<file path="config.mk">
export PLATFORM = sky130hd
export DESIGN_NAME = vga_disp_ctrl
export DESIGN_NICKNAME = d
export VERILOG_FILES = /design/src/rtl/vga_disp_ctrl_pkg.sv /design/src/rtl/vga_timing_gen.sv /design/src/rtl/vga_disp_ctrl.sv
export SDC_FILE = /design/constraint.sdc
export NUM_CORES = 1
export LEC_CHECK = 0
export CAP_MARGIN = 30
export CORE_MARGIN = 2
export CORE_UTILIZATION = 45
export CTS_CLUSTER_SIZE = 14
export DETAILED_ROUTE_END_ITERATION = 8
export PLACE_DENSITY = 0.71
export SYNTH_ARGS = -nofsm -noshare
export SYNTH_HDL_FRONTEND = slang
export SYNTH_HIERARCHICAL = 1
export SYNTH_SLANG_ARGS = --single-unit
</file>
<file path="constraint.sdc">
create_clock -name clk_65m -period 4 [get_ports clk_65m]
set_input_delay 0.8 -clock clk_65m [delete_from_list [all_inputs] [get_ports clk_65m]]
set_output_delay 0.8 -clock clk_65m [all_outputs]
set_load 0.05 [all_outputs]
</file>
<file path="src/rtl/vga_disp_ctrl_pkg.sv">
// Shared timing constants, RGB565 colours, state encoding and stage payload for the VGA display path.
package vga_disp_ctrl_pkg;

    localparam int unsigned H_CNT_W = 11;
    localparam int unsigned V_CNT_W = 10;
    localparam int unsigned PIX_W   = 16;

    // 1024x768@60 raster, 65 MHz pixel clock
    localparam int unsigned VGA_H_ACT  = 1024;
    localparam int unsigned VGA_H_FP   = 24;
    localparam int unsigned VGA_H_SYNC = 136;
    localparam int unsigned VGA_H_BP   = 160;
    localparam int unsigned VGA_V_ACT  = 768;
    localparam int unsigned VGA_V_FP   = 3;
    localparam int unsigned VGA_V_SYNC = 6;
    localparam int unsigned VGA_V_BP   = 29;

    localparam int unsigned VGA_IMG_X0 = 192;
    localparam int unsigned VGA_IMG_Y0 = 144;
    localparam int unsigned VGA_IMG_W  = 640;
    localparam int unsigned VGA_IMG_H  = 480;

    localparam logic [PIX_W-1:0] RGB_BLACK   = 16'h0000;
    localparam logic [PIX_W-1:0] RGB_WHITE   = 16'hFFFF;
    localparam logic [PIX_W-1:0] RGB_YELLOW  = 16'hFFE0;
    localparam logic [PIX_W-1:0] RGB_CYAN    = 16'h07FF;
    localparam logic [PIX_W-1:0] RGB_GREEN   = 16'h07E0;
    localparam logic [PIX_W-1:0] RGB_MAGENTA = 16'hF81F;
    localparam logic [PIX_W-1:0] RGB_RED     = 16'hF800;
    localparam logic [PIX_W-1:0] RGB_BLUE    = 16'h001F;

    typedef enum logic {
        S_WAIT   = 1'b0,
        S_ACTIVE = 1'b1
    } disp_state_e;

    // Stage-0 decode carried through the read-latency alignment pipeline
    typedef struct packed {
        logic hs;
        logic vs;
        logic de;
        logic win;
        logic act;
        logic fs;
    } vga_stage_t;

    // Colour bar palette, left to right
    function automatic logic [PIX_W-1:0] bar_color(input logic [2:0] idx);
        logic [PIX_W-1:0] c;
        case (idx)
            3'd0:    c = RGB_WHITE;
            3'd1:    c = RGB_YELLOW;
            3'd2:    c = RGB_CYAN;
            3'd3:    c = RGB_GREEN;
            3'd4:    c = RGB_MAGENTA;
            3'd5:    c = RGB_RED;
            3'd6:    c = RGB_BLUE;
            default: c = RGB_BLACK;
        endcase
        return c;
    endfunction

endpackage

</file>
<file path="src/rtl/vga_timing_gen.sv">
// Raster counters and stage-0 decode (sync, active, image window, frame markers).
module vga_timing_gen
    import vga_disp_ctrl_pkg::*;
#(
    parameter int unsigned H_ACT  = VGA_H_ACT,
    parameter int unsigned H_FP   = VGA_H_FP,
    parameter int unsigned H_SYNC = VGA_H_SYNC,
    parameter int unsigned H_BP   = VGA_H_BP,
    parameter int unsigned V_ACT  = VGA_V_ACT,
    parameter int unsigned V_FP   = VGA_V_FP,
    parameter int unsigned V_SYNC = VGA_V_SYNC,
    parameter int unsigned V_BP   = VGA_V_BP,
    parameter int unsigned IMG_X0 = VGA_IMG_X0,
    parameter int unsigned IMG_Y0 = VGA_IMG_Y0,
    parameter int unsigned IMG_W  = VGA_IMG_W,
    parameter int unsigned IMG_H  = VGA_IMG_H
) (
    input  logic               clk_65m,
    input  logic               rst_n,
    output logic               hs0_c,
    output logic               vs0_c,
    output logic               de0_c,
    output logic               win0_c,
    output logic               fs0_c,
    output logic               frame_end_c,
    output logic [H_CNT_W-1:0] win_x_c
);

    localparam int unsigned H_TOTAL = H_SYNC + H_BP + H_ACT + H_FP;
    localparam int unsigned V_TOTAL = V_SYNC + V_BP + V_ACT + V_FP;
    localparam int unsigned H_ACT0  = H_SYNC + H_BP;
    localparam int unsigned V_ACT0  = V_SYNC + V_BP;

    logic [H_CNT_W-1:0] h_cnt;
    logic [V_CNT_W-1:0] v_cnt;
    logic [H_CNT_W-1:0] x_c;
    logic [V_CNT_W-1:0] y_c;
    logic               h_last_c;
    logic               v_last_c;
    logic               de_h_c;
    logic               de_v_c;
    logic               win_h_c;
    logic               win_v_c;

    assign h_last_c = (h_cnt == H_CNT_W'(H_TOTAL - 1));
    assign v_last_c = (v_cnt == V_CNT_W'(V_TOTAL - 1));

    // Line order: sync, back porch, active, front porch
    always_ff @(posedge clk_65m or negedge rst_n) begin
        if (!rst_n) begin
            h_cnt <= '0;
            v_cnt <= '0;
        end else if (h_last_c) begin
            h_cnt <= '0;
            v_cnt <= v_last_c ? '0 : v_cnt + V_CNT_W'(1);
        end else begin
            h_cnt <= h_cnt + H_CNT_W'(1);
        end
    end

    // Active-region coordinates; only meaningful while de is high
    assign x_c = h_cnt - H_CNT_W'(H_ACT0);
    assign y_c = v_cnt - V_CNT_W'(V_ACT0);

    assign de_h_c  = (h_cnt >= H_CNT_W'(H_ACT0)) && (h_cnt < H_CNT_W'(H_ACT0 + H_ACT));
    assign de_v_c  = (v_cnt >= V_CNT_W'(V_ACT0)) && (v_cnt < V_CNT_W'(V_ACT0 + V_ACT));
    assign win_h_c = (x_c >= H_CNT_W'(IMG_X0)) && (x_c < H_CNT_W'(IMG_X0 + IMG_W));
    assign win_v_c = (y_c >= V_CNT_W'(IMG_Y0)) && (y_c < V_CNT_W'(IMG_Y0 + IMG_H));

    assign hs0_c       = (h_cnt < H_CNT_W'(H_SYNC));
    assign vs0_c       = (v_cnt < V_CNT_W'(V_SYNC));
    assign de0_c       = de_h_c && de_v_c;
    assign win0_c      = de0_c && win_h_c && win_v_c;
    assign fs0_c       = (h_cnt == '0) && (v_cnt == '0);
    assign frame_end_c = h_last_c && v_last_c;
    assign win_x_c     = x_c - H_CNT_W'(IMG_X0);

endmodule

</file>
<file path="src/rtl/vga_disp_ctrl.sv">
// VGA display timing and frame-buffer pixel fetch with windowed image placement.
// Optional colour-bar test pattern when VGA_COLORBAR_EN is defined.
module vga_disp_ctrl
    import vga_disp_ctrl_pkg::*;
#(
    parameter int unsigned      H_ACT    = VGA_H_ACT,
    parameter int unsigned      H_FP     = VGA_H_FP,
    parameter int unsigned      H_SYNC   = VGA_H_SYNC,
    parameter int unsigned      H_BP     = VGA_H_BP,
    parameter int unsigned      V_ACT    = VGA_V_ACT,
    parameter int unsigned      V_FP     = VGA_V_FP,
    parameter int unsigned      V_SYNC   = VGA_V_SYNC,
    parameter int unsigned      V_BP     = VGA_V_BP,
    parameter int unsigned      IMG_X0   = VGA_IMG_X0,
    parameter int unsigned      IMG_Y0   = VGA_IMG_Y0,
    parameter int unsigned      IMG_W    = VGA_IMG_W,
    parameter int unsigned      IMG_H    = VGA_IMG_H,
    parameter int unsigned      RD_LAT   = 1,
    parameter logic [PIX_W-1:0] BG_COLOR = RGB_BLACK,
    parameter logic [PIX_W-1:0] UF_COLOR = RGB_RED
) (
    input  logic             clk_65m,
    input  logic             rst_n,
    input  logic             disp_en,
    input  logic             colorbar_sel,
    output logic             vga_rd_req,
    input  logic [PIX_W-1:0] vga_din,
    input  logic             vga_din_vld,
    output logic             vga_hsync,
    output logic             vga_vsync,
    output logic             vga_de,
    output logic [PIX_W-1:0] vga_rgb,
    output logic             frame_start,
    output logic             underflow
);

    logic               hs0_c;
    logic               vs0_c;
    logic               de0_c;
    logic               win0_c;
    logic               fs0_c;
    logic               frame_end_c;
    logic [H_CNT_W-1:0] win_x_c;
    disp_state_e        state;
    vga_stage_t         s0_c;
    vga_stage_t         st_c;
    vga_stage_t         dly [RD_LAT];
    logic [PIX_W-1:0]   rgb_c;
    logic               uf_c;

    vga_timing_gen #(
        .H_ACT  (H_ACT),
        .H_FP   (H_FP),
        .H_SYNC (H_SYNC),
        .H_BP   (H_BP),
        .V_ACT  (V_ACT),
        .V_FP   (V_FP),
        .V_SYNC (V_SYNC),
        .V_BP   (V_BP),
        .IMG_X0 (IMG_X0),
        .IMG_Y0 (IMG_Y0),
        .IMG_W  (IMG_W),
        .IMG_H  (IMG_H)
    ) u_timing (
        .clk_65m     (clk_65m),
        .rst_n       (rst_n),
        .hs0_c       (hs0_c),
        .vs0_c       (vs0_c),
        .de0_c       (de0_c),
        .win0_c      (win0_c),
        .fs0_c       (fs0_c),
        .frame_end_c (frame_end_c),
        .win_x_c     (win_x_c)
    );

    // disp_en only takes effect on the last pixel of a frame, so fetch covers whole frames
    always_ff @(posedge clk_65m or negedge rst_n) begin
        if (!rst_n) begin
            state <= S_WAIT;
        end else if (frame_end_c) begin
            case (state)
                S_WAIT:   state <= disp_en ? S_ACTIVE : S_WAIT;
                S_ACTIVE: state <= disp_en ? S_ACTIVE : S_WAIT;
                default:  state <= S_WAIT;
            endcase
        end
    end

    // Request issued in the stage-0 cycle so data lands RD_LAT cycles later
    assign vga_rd_req = (state == S_ACTIVE) && win0_c;

    always_comb begin
        s0_c     = '0;
        s0_c.hs  = hs0_c;
        s0_c.vs  = vs0_c;
        s0_c.de  = de0_c;
        s0_c.win = win0_c;
        s0_c.act = (state == S_ACTIVE);
        s0_c.fs  = fs0_c;
    end

    always_ff @(posedge clk_65m or negedge rst_n) begin
        if (!rst_n) begin
            for (int i = 0; i < int'(RD_LAT); i++) dly[i] <= '0;
        end else begin
            dly[0] <= s0_c;
            for (int i = 1; i < int'(RD_LAT); i++) dly[i] <= dly[i-1];
        end
    end

    assign st_c = dly[RD_LAT-1];

`ifdef VGA_COLORBAR_EN
    logic [2:0] bar0_c;
    logic [2:0] bar_dly [RD_LAT];

    assign bar0_c = 3'(win_x_c / H_CNT_W'(IMG_W / 8));

    always_ff @(posedge clk_65m or negedge rst_n) begin
        if (!rst_n) begin
            for (int i = 0; i < int'(RD_LAT); i++) bar_dly[i] <= '0;
        end else begin
            bar_dly[0] <= bar0_c;
            for (int i = 1; i < int'(RD_LAT); i++) bar_dly[i] <= bar_dly[i-1];
        end
    end
`else
    logic unused_c;
    assign unused_c = ^{colorbar_sel, win_x_c};
`endif

    // Output pixel select; underflow only when a fetched pixel is missing
    always_comb begin
        rgb_c = '0;
        uf_c  = 1'b0;
        if (!st_c.de) begin
            rgb_c = '0;
        end else if (!st_c.win || !st_c.act) begin
            rgb_c = BG_COLOR;
`ifdef VGA_COLORBAR_EN
        end else if (colorbar_sel) begin
            rgb_c = bar_color(bar_dly[RD_LAT-1]);
`endif
        end else if (vga_din_vld) begin
            rgb_c = vga_din;
        end else begin
            rgb_c = UF_COLOR;
            uf_c  = 1'b1;
        end
    end

    always_ff @(posedge clk_65m or negedge rst_n) begin
        if (!rst_n) begin
            vga_hsync   <= 1'b1;
            vga_vsync   <= 1'b1;
            vga_de      <= 1'b0;
            vga_rgb     <= '0;
            frame_start <= 1'b0;
            underflow   <= 1'b0;
        end else begin
            vga_hsync   <= ~st_c.hs;
            vga_vsync   <= ~st_c.vs;
            vga_de      <= st_c.de;
            vga_rgb     <= rgb_c;
            frame_start <= st_c.fs;
            underflow   <= underflow | uf_c;
        end
    end

endmodule

</file>
==> results.toml, run 1 <==
[die]
die_w_um = 80.9
design.die.area_um2 = 6540
die_h_um = 80.9
coreArea_um2 = 5610
ios = 43
fp-row-count = 27
start_util_pct = 47.4

[cells_and_area]
final_cells = 373
diodes = 0
final_core_util_pct = 58.0
nets = 330
area_delta_synth_final_pct = 22.5
drive_above_1_share_pct = 15.3
fillers = 466

[clock_tree]
cts_tree = "yes"
root_buffer = "clkbuf_8"
htree_levels = 2
worstSkewPairLatency_ps = 290
clk_path_buf_depth = 2
clkTransAtPathRegs_ps = 90
cts_sinks = 49
cts_buffers = 5
ctsHoldBuffers = 0

[critical_path]
cpPeakStageDelay_ps = 520
crit_path_frequent_cell = "o21ai_0"
cp_slowest_cell = "or4b_1"
required_ps = 3200
ff2ff_path_depth = 5
reg2reg_from = "u_timing/h_cnt[8]"
reg2reg_slack_ps = 1450
cp_max_fo = 6
cp_num_buf_inv = 2
path_cells = "inv_1 -> ha_4 -> nor2b_4 -> o21ai_0 -> o21ai_0 -> ha_1 -> and3_1 -> a31oi_1 -> o22ai_1 -> nor3_1 -> or4b_1 -> a31oi_2 -> and2_4 -> buf_12"
worstPathArrival_ps = 3050
crit_family = "simple AND/OR/NAND/NOR gates"
r2r_end = "state"
startpoint_type = "flip-flop"
worstSetupPathType = "reg2out"
worst_setup_path_end_kind = "output port"

[timing]
setup_viol = 0
tightest_slew_ps = 525
hold_viol = 0
whs_ps = 353
min_period_ps = 3850
layout_setup_ws_ps = 152
slew_headroom_pct = 65.0
fmax_ghz = 0.260
finalClockSkew_ps = 4.23
slew_viol_final = 0
timing.final.crit_share_pct = 96.2

[worst_hold_path]
holdCritStartpoint = "dly[0]"
hp-class = "reg2reg"
min_to = "frame_start"
hold-path-cell-count = 0

[logic_synthesis]
synthesis.instances = 266
ys_warn_count = 6
syn_area_per_cell_um2 = 9.99
synth_area_um2 = 2660
syn_nets = 296

[power]
p_per_area_nw_per_um2 = 274
peakVddDrop_uv = 194
power.leakage_nw = 1.46
fin_total_pwr_uw = 892

[placed_design]
dp.final_hpwl_um = 3580
gp_congestion = 0.891
place_inst = 364
io_buffers = 41
preCtsSetupSlack_ps = 369

[detailed_routing]
wire_per_inst_um = 14.1
vias = 2035
vias_per_cell = 5.46
routed_wl_um = 5250
drt_iter0_markers = 107
ant_nets = 0
route.detailed.drc = 0
first_pass_iters = 4

[run]
drv_cap = 0

[global_route]
grt_max_degree = 36
antenna_found_initial = 0
grt_pass1_vias = 1820
grt_usage_pct = 16.4
grt_pass1_wl_um = 8570
grt-ovfl-total = 0

[status]
status = "finished clean"
==> power by group <==
part           internal [mW]  leakage [nW]  switching (mW)
Combinational         0.0191         0.755          0.0152
Clock                  0.203        0.0574           0.159
Sequential             0.495         0.650        0.000226
Total                  0.718          1.46           0.174
==> per-stage QoR <==
stage | cell area [µm²] | setup TNS (ps)
6_report | 3250 | 0
5_1_grt | 3250 | -17.1
4_1_cts | 3230 | 0
3_5_place_dp | 3110 | 0
3_3_place_gp | 3090 | 0
2_1_floorplan | 2660 | 0
==> how the worst max path moves through the flow <==
| stage | start | endpoint | slack [ps] | cells after the start |
|---|---|---|---|---|
| floorplan | u_timing/h_cnt[3] | vga_rd_req | 310 | 15 |
| global placement | u_timing/h_cnt[3] | vga_rd_req | 460 | 14 |
| detailed placement | u_timing/h_cnt[3] | vga_rd_req | 370 | 14 |
| CTS | u_timing/h_cnt[3] | vga_rd_req | 30 | 14 |
| global route | u_timing/h_cnt[3] | vga_rd_req | -20 | 14 |
| finish | u_timing/h_cnt[3] | vga_rd_req | 150 | 14 |
==> placed cells by master, fill, tap and decap left out, types with 2 or more instances in the layout <==
master / n
o21bai_1: 2
nor3_1: 3
and4_1: 2
dfrtp_1: 47
and2_1: 7
clkdlybuf4s50_1: 39
clkbuf_8: 6
inv_1: 16
nand3b_1: 3
o22ai_1: 2
nor2_1: 17
a311oi_1: 3
nand2_2: 2
a32oi_1: 2
and3_1: 6
mux2i_1: 2
dfstp_2: 2
a21oi_1: 13
nand3_1: 10
nor4_1: 4
xor2_1: 4
buf_4: 6
nand4_1: 7
o21a_1: 3
nor2b_1: 5
xnor2_1: 11
mux2_2: 2
ha_1: 8
buf_12: 2
and2_2: 8
a31oi_1: 4
nand2_1: 8
or4b_1: 2
o21ai_0: 13
or3_2: 2
==> metal layers <==
layer  share of wire (%)  vias up  wire length [µm]  GRT usage (%)
met4                0.97        0                51           5.08
li1                    -      994                 -              -
met5                   0        -                 0              0
met3                 6.8        5               357           3.00
met2                  44       61              2320           25.3
met1                  48      975              2520           23.6
==> worst reg2reg max path, delay by kind of cell, from the launching register on <==
kind / cells / cell delay [ps]
and+or+nand+nor: 3 / 1250
DFF: 1 / 630
muxes: 1 / 330
buffers and inverters: 1 / 220
==> sequential cells by signal, summed over array words and instances (netlist names) <==
| name | count |
|---|---|
| state | 1 |
| frame_start | 1 |
| underflow | 1 |
| vga_rgb | 16 |
| u_timing/v_cnt | 10 |
| u_timing/h_cnt | 11 |
| vga_vsync | 1 |
| dly | 6 |
| vga_hsync | 1 |
| vga_de | 1 |
==> cell type report <==
type,count,area [µm²],share of cell area (%)
inverters,16,60.1,1.85
clock buffers,6,82.6,2.54
flip-flops and latches,49,1230,37.8
well taps,72,90.1,2.77
repair buffers,48,480,14.8
clock inverters,2,37.5,1.15
multi-input cells,180,1270,39.2
==> what timing repair did <==
item,in CTS,in global routing
endpoints found under the setup margin,0,1
resized for setup,0,4
buffers inserted,0,1
No activity file was read; power rests on OpenSTA's default activity.
==> inputs of run 2 (changes only) <==
Settings changed: CORE_MARGIN 2 to unset, SLEW_MARGIN set to 5.
==> run 2 against run 1 <==
  * Combinational power increased by 1%
  * Worst setup slack improved by 36 ps
  * Worst hold slack about the same
  * Die area down 4.9%
  * Critical endpoint unchanged
  * Largest cell class unchanged
  * Final cell count unchanged
  * Critical path type unchanged
  * Final area down 0.96%
  * First-iteration DRC count is 26% lower
==> results.toml, run 2 (synthesis gave the netlist of run 1 again) <==
[die]
die_w_um = 78.9
start_util_pct = 47.4
design.die.area_um2 = 6220
coreArea_um2 = 5610
die_h_um = 78.9
ios = 43
fp-row-count = 27

[global_route]
grt_usage_pct = 17.7
grt_pass1_vias = 1945
grt-ovfl-total = 0
grt_pass1_wl_um = 8820
grt_max_degree = 35
antenna_found_initial = 0

[placed_design]
post_dp_cell_area_um2 = 3110
place_inst = 364
dp.final_hpwl_um = 3580
io_buffers = 41
gp_congestion = 0.887

[timing]
fmax_ghz = 0.262
setup_viol = 0
hold_viol = 0
tightest_slew_ps = 539
finalClockSkew_ps = 5.14
min_period_ps = 3810
finalSetupTns_ps = 0
slew_headroom_pct = 64.1
slew_viol_final = 0
rsz0062_at_grt = "false"
timing.final.crit_share_pct = 95.3

[cells_and_area]
final_cells = 373
final_common_cell = "dfrtp_1"
area_delta_synth_final_pct = 21.3
register_area_um2 = 1230
largest-register = "vga_rgb"
final_cell_mix = "47 x dfrtp_1, 39 x clkdlybuf4s50_1, 17 x nor2_1"
fillers = 500
largest_register_ff_count = 16
fin_area_um2 = 3220
multi_input_area_um2 = 1280
final_core_util_pct = 57.5
drive_above_1_share_pct = 15.3
top_regs = "vga_rgb: 16 flops, u_timing/h_cnt: 11 flops, u_timing/v_cnt: 10 flops"
diodes = 0
nets = 330

[critical_path]
cp_max_fo = 6
reg2reg_from = "u_timing/h_cnt[8]"
crit_family = "simple AND/OR/NAND/NOR gates"
crit_path_frequent_cell = "o21ai_0"
worstPathArrival_ps = 3010
path_cells = "inv_1 -> ha_2 -> nor2b_4 -> o21ai_0 -> o21ai_0 -> ha_1 -> and3_1 -> a31oi_1 -> o22ai_1 -> nor3_1 -> or4b_4 -> a31oi_2 -> and2_4 -> buf_12"
worstSetupPathType = "reg2out"
cpPeakStageDelay_ps = 520
r2r_end = "state"
reg2reg_slack_ps = 1490
required_ps = 3200
ff2ff_path_depth = 5
startpoint_type = "flip-flop"
cp_slowest_cell = "or4b_4"
worst_setup_path_end_kind = "output port"
cp_num_buf_inv = 2

[power]
fin_total_pwr_uw = 813
switchingPower_uw = 176
power.leakage_nw = 1.44
peakVddDrop_uv = 111
p_int_uw = 638
pwr-share-comb_pct = 4.3
clockPowerShare_pct = 34.8
p_per_area_nw_per_um2 = 252
swShare_pct = 21.6
seqPwrFrac_pct = 60.9

[detailed_routing]
drt_iter0_markers = 79
routed_wl_um = 5210
vias = 2031
vias_per_cell = 5.45
route.detailed.drc = 0
wire_per_inst_um = 14.0
first_pass_iters = 4
ant_nets = 0

[clock_tree]
clkTransAtPathRegs_ps = 90
root_buffer = "clkbuf_8"
ctsHoldBuffers = 0
worstSkewPairLatency_ps = 300
cts_sinks = 49
clk_path_buf_depth = 2
cts_buffers = 5
htree_levels = 2
cts_tree = "yes"

[worst_hold_path]
hold-path-cell-count = 1
hp-class = "reg2reg"
holdCritStartpoint = "dly[5]"
min_to = "vga_hsync"

[status]
status = "finished clean"

[run]
drv_cap = 0
## run 2: cell types whose count changed in the layout (fill, tap and decap cells not counted)
cell,delta
o21ai_2,-1
ha_4,-1
bufinv_16,-1
o21ai_4,+1
or4b_4,+1
clkbuf_8,-1
or4b_1,-1
clkbuf_1,+1
clkinvlp_4,+1
ha_2,+1
## run 2: per-layer routing
metal / up-vias / track usage (%) / part of all wire (%)
met5: - / 0 / 0
met4: 0 / 6.36 / 1.3
met3: 6 / 3.33 / 5.2
met2: 61 / 28.8 / 45
met1: 965 / 23.7 / 48
li1: 999 / - / -
## run 2: worst max-delay path by stage
stage / start / endpoint / slack (ps) / depth (start not counted)
after floorplan: u_timing/h_cnt[3] / vga_rd_req / 310 / 15
after global placement: u_timing/h_cnt[3] / vga_rd_req / 460 / 14
after detailed placement: u_timing/h_cnt[3] / vga_rd_req / 420 / 14
after CTS: u_timing/h_cnt[3] / vga_rd_req / 60 / 14
after global routing: u_timing/h_cnt[3] / vga_rd_req / 3 / 14
final: u_timing/h_cnt[3] / vga_rd_req / 190 / 14
## run 2: final cells by class
type | instances | share of cell area [%]
Clock buffer | 6 | 2.25
Sequential cell | 49 | 38.1
Inverter | 16 | 1.86
Multi-Input combinational cell | 180 | 39.6
Timing Repair Buffer | 48 | 14.9
Tap cell | 72 | 2.80
Clock inverter | 2 | 0.466
## run 2: power groups by stage
stage / combinational (mW) / sequential (mW) / clock, mW
after global routing: 0.0389 / 0.496 / 0.320
final: 0.0347 / 0.496 / 0.283
after CTS: 0.0359 / 0.496 / 0.295
after floorplan: 0.00141 / 0.507 / 0
after global placement: 0.0333 / 0.506 / 0
after detailed placement: 0.0353 / 0.505 / 0
## run 2: per-stage QoR
stage | hold slack [ps] | setup slack [ps]
finish | 354 | 189
global route | 360 | 2.62
CTS | 356 | 64.8
detailed placement | 336 | 425
global placement | 334 | 465
floorplan | 331 | 314
## run 2: repair_timing
action,4_1_cts,5_1_grt
setup endpoints to repair,0,1
buffers inserted,0,1
gates resized for setup,0,5
## run 2: worst reg2reg max path, cell delays in order (launching register included)
cell and delay [ps]:
dfrtp_1 630, inv_1 210, nor3_1 410, and3_1 570, and2_1 250, mux2_2 330
==> inputs of run 3 (changes only) <==
Settings changed: MAX_ROUTING_LAYER set to met4.
==> run 3 against run 2 <==
  * Clock-buffer cell count did not move
  * Final area is the same
  * Final cell count unchanged
  * Worst hold slack unchanged
  * Combinational power about the same
  * Largest power group unchanged
  * Critical path type unchanged
  * Sequential cell count unchanged
  * Maximum frequency is 0.11% lower
  * Wire length rose by 0.40%
  * Highest routed layer unchanged
  * Via count unchanged
  * Total power barely moved
  * Register-to-register slack is essentially flat
==> results.toml, run 3 (synthesis gave the netlist of run 1 again) <==
[die]
coreArea_um2 = 5610
design.die.area_um2 = 6220
start_util_pct = 47.4
ios = 43
die_h_um = 78.9
die_w_um = 78.9
fp-row-count = 27

[global_route]
grt_pass1_vias = 1946
grt-ovfl-total = 0
grt_max_degree = 35
grt_usage_pct = 18.3
antenna_found_initial = 0
grt_pass1_wl_um = 8830

[worst_hold_path]
min_to = "vga_hsync"
hp-class = "reg2reg"
hold-path-cell-count = 1
holdCritStartpoint = "dly[5]"

[clock_tree]
cts_sinks = 49
ctsHoldBuffers = 0
cts_buffers = 5
clk_path_buf_depth = 2
cts_tree = "yes"
worstSkewPairLatency_ps = 300
htree_levels = 2
root_buffer = "clkbuf_8"
clkTransAtPathRegs_ps = 90

[critical_path]
crit_family = "simple AND/OR/NAND/NOR gates"
worstPathArrival_ps = 3020
startpoint_type = "flip-flop"
reg2reg_from = "u_timing/h_cnt[8]"
r2r_end = "state"
cp_slowest_cell = "or4b_4"
reg2reg_slack_ps = 1480
worstSetupPathType = "reg2out"
cp_num_buf_inv = 2
cpPeakStageDelay_ps = 520
ff2ff_path_depth = 5
required_ps = 3200
crit_path_frequent_cell = "o21ai_0"
path_cells = "inv_1 -> ha_2 -> nor2b_4 -> o21ai_0 -> o21ai_0 -> ha_1 -> and3_1 -> a31oi_1 -> o22ai_1 -> nor3_1 -> or4b_4 -> a31oi_2 -> and2_4 -> buf_12"
cp_max_fo = 6
worst_setup_path_end_kind = "output port"

[detailed_routing]
vias_per_cell = 5.45
routed_wl_um = 5230
wire_per_inst_um = 14.0
vias = 2031
ant_nets = 0
route.detailed.drc = 0
drt_iter0_markers = 78
first_pass_iters = 4

[power]
peakVddDrop_uv = 110
power.leakage_nw = 1.44
p_per_area_nw_per_um2 = 252

[placed_design]
gp_congestion = 0.902
dp.final_hpwl_um = 3580
io_buffers = 41
place_inst = 364

[timing]
hold_viol = 0
slew_viol_final = 0
min_period_ps = 3820
finalSetupTns_ps = 0
rsz0062_at_grt = "false"
setup_viol = 0
finalClockSkew_ps = 5.14
fmax_ghz = 0.262
timing.final.crit_share_pct = 95.4
tightest_slew_ps = 535
slew_headroom_pct = 64.3

[cells_and_area]
drive_above_1_share_pct = 15.3
final_cells = 373
top_regs = "vga_rgb: 16 flops, u_timing/h_cnt: 11 flops, u_timing/v_cnt: 10 flops"
final_cell_mix = "47 x dfrtp_1, 39 x clkdlybuf4s50_1, 17 x nor2_1"
area_delta_synth_final_pct = 21.3
largest_register_ff_count = 16
diodes = 0
final_common_cell = "dfrtp_1"
largest-register = "vga_rgb"
nets = 330

[status]
status = "finished clean"

[run]
drv_cap = 0
==> run 3: cell type report <==
type / instances / area, µm²
well taps: 72 / 90.1
clock inverters: 2 / 15.0
inverters: 16 / 60.1
clock buffers: 6 / 72.6
flip-flops and latches: 49 / 1230
multi-input cells: 180 / 1280
fillers: 500 / 2380
repair buffers: 48 / 480
==> run 3: stage by stage <==
| stage | utilization (%) | total power, mW | setup slack (ps) | instance area, µm² | hold slack, ps |
|---|---|---|---|---|---|
| final | 57.5 | 0.813 | 184 | 3220 | 354 |
| after global routing | 57.5 | 0.855 | 2.62 | 3220 | 360 |
| after CTS | 56.9 | 0.827 | 64.8 | 3190 | 356 |
| after detailed placement | 55.4 | 0.541 | 425 | 3110 | 336 |
| after global placement | 55.0 | 0.539 | 465 | 3090 | 334 |
| after floorplan | - | 0.509 | 314 | 2660 | 331 |
==> run 3: layer usage <==
metal  routed length (µm)  GRT usage (%)  up-vias
met5                    0              -        -
met4                   67           6.36        0
met3                  271           3.33        6
met2                 2350           28.8       60
met1                 2540           23.8      966
li1                     -              -      999
==> run 3: worst max-delay path by stage <==
stage | from | endpoint | cells after the start
finish | u_timing/h_cnt[3] | vga_rd_req | 14
floorplan | u_timing/h_cnt[3] | vga_rd_req | 15
detailed placement | u_timing/h_cnt[3] | vga_rd_req | 14
CTS | u_timing/h_cnt[3] | vga_rd_req | 14
global placement | u_timing/h_cnt[3] | vga_rd_req | 14
global route | u_timing/h_cnt[3] | vga_rd_req | 14
==> run 3: what timing repair did <==
item                                    CTS  global route
resized for setup                         0             5
setup buffers                             0             1
endpoints found under the setup margin    0             1
==> run 3: power by group <==
part | switching, mW | internal [mW] | total, mW
clock | 0.160 | 0.123 | 0.283
sequential | 0.000192 | 0.495 | 0.496
combinational | 0.0155 | 0.0191 | 0.0346
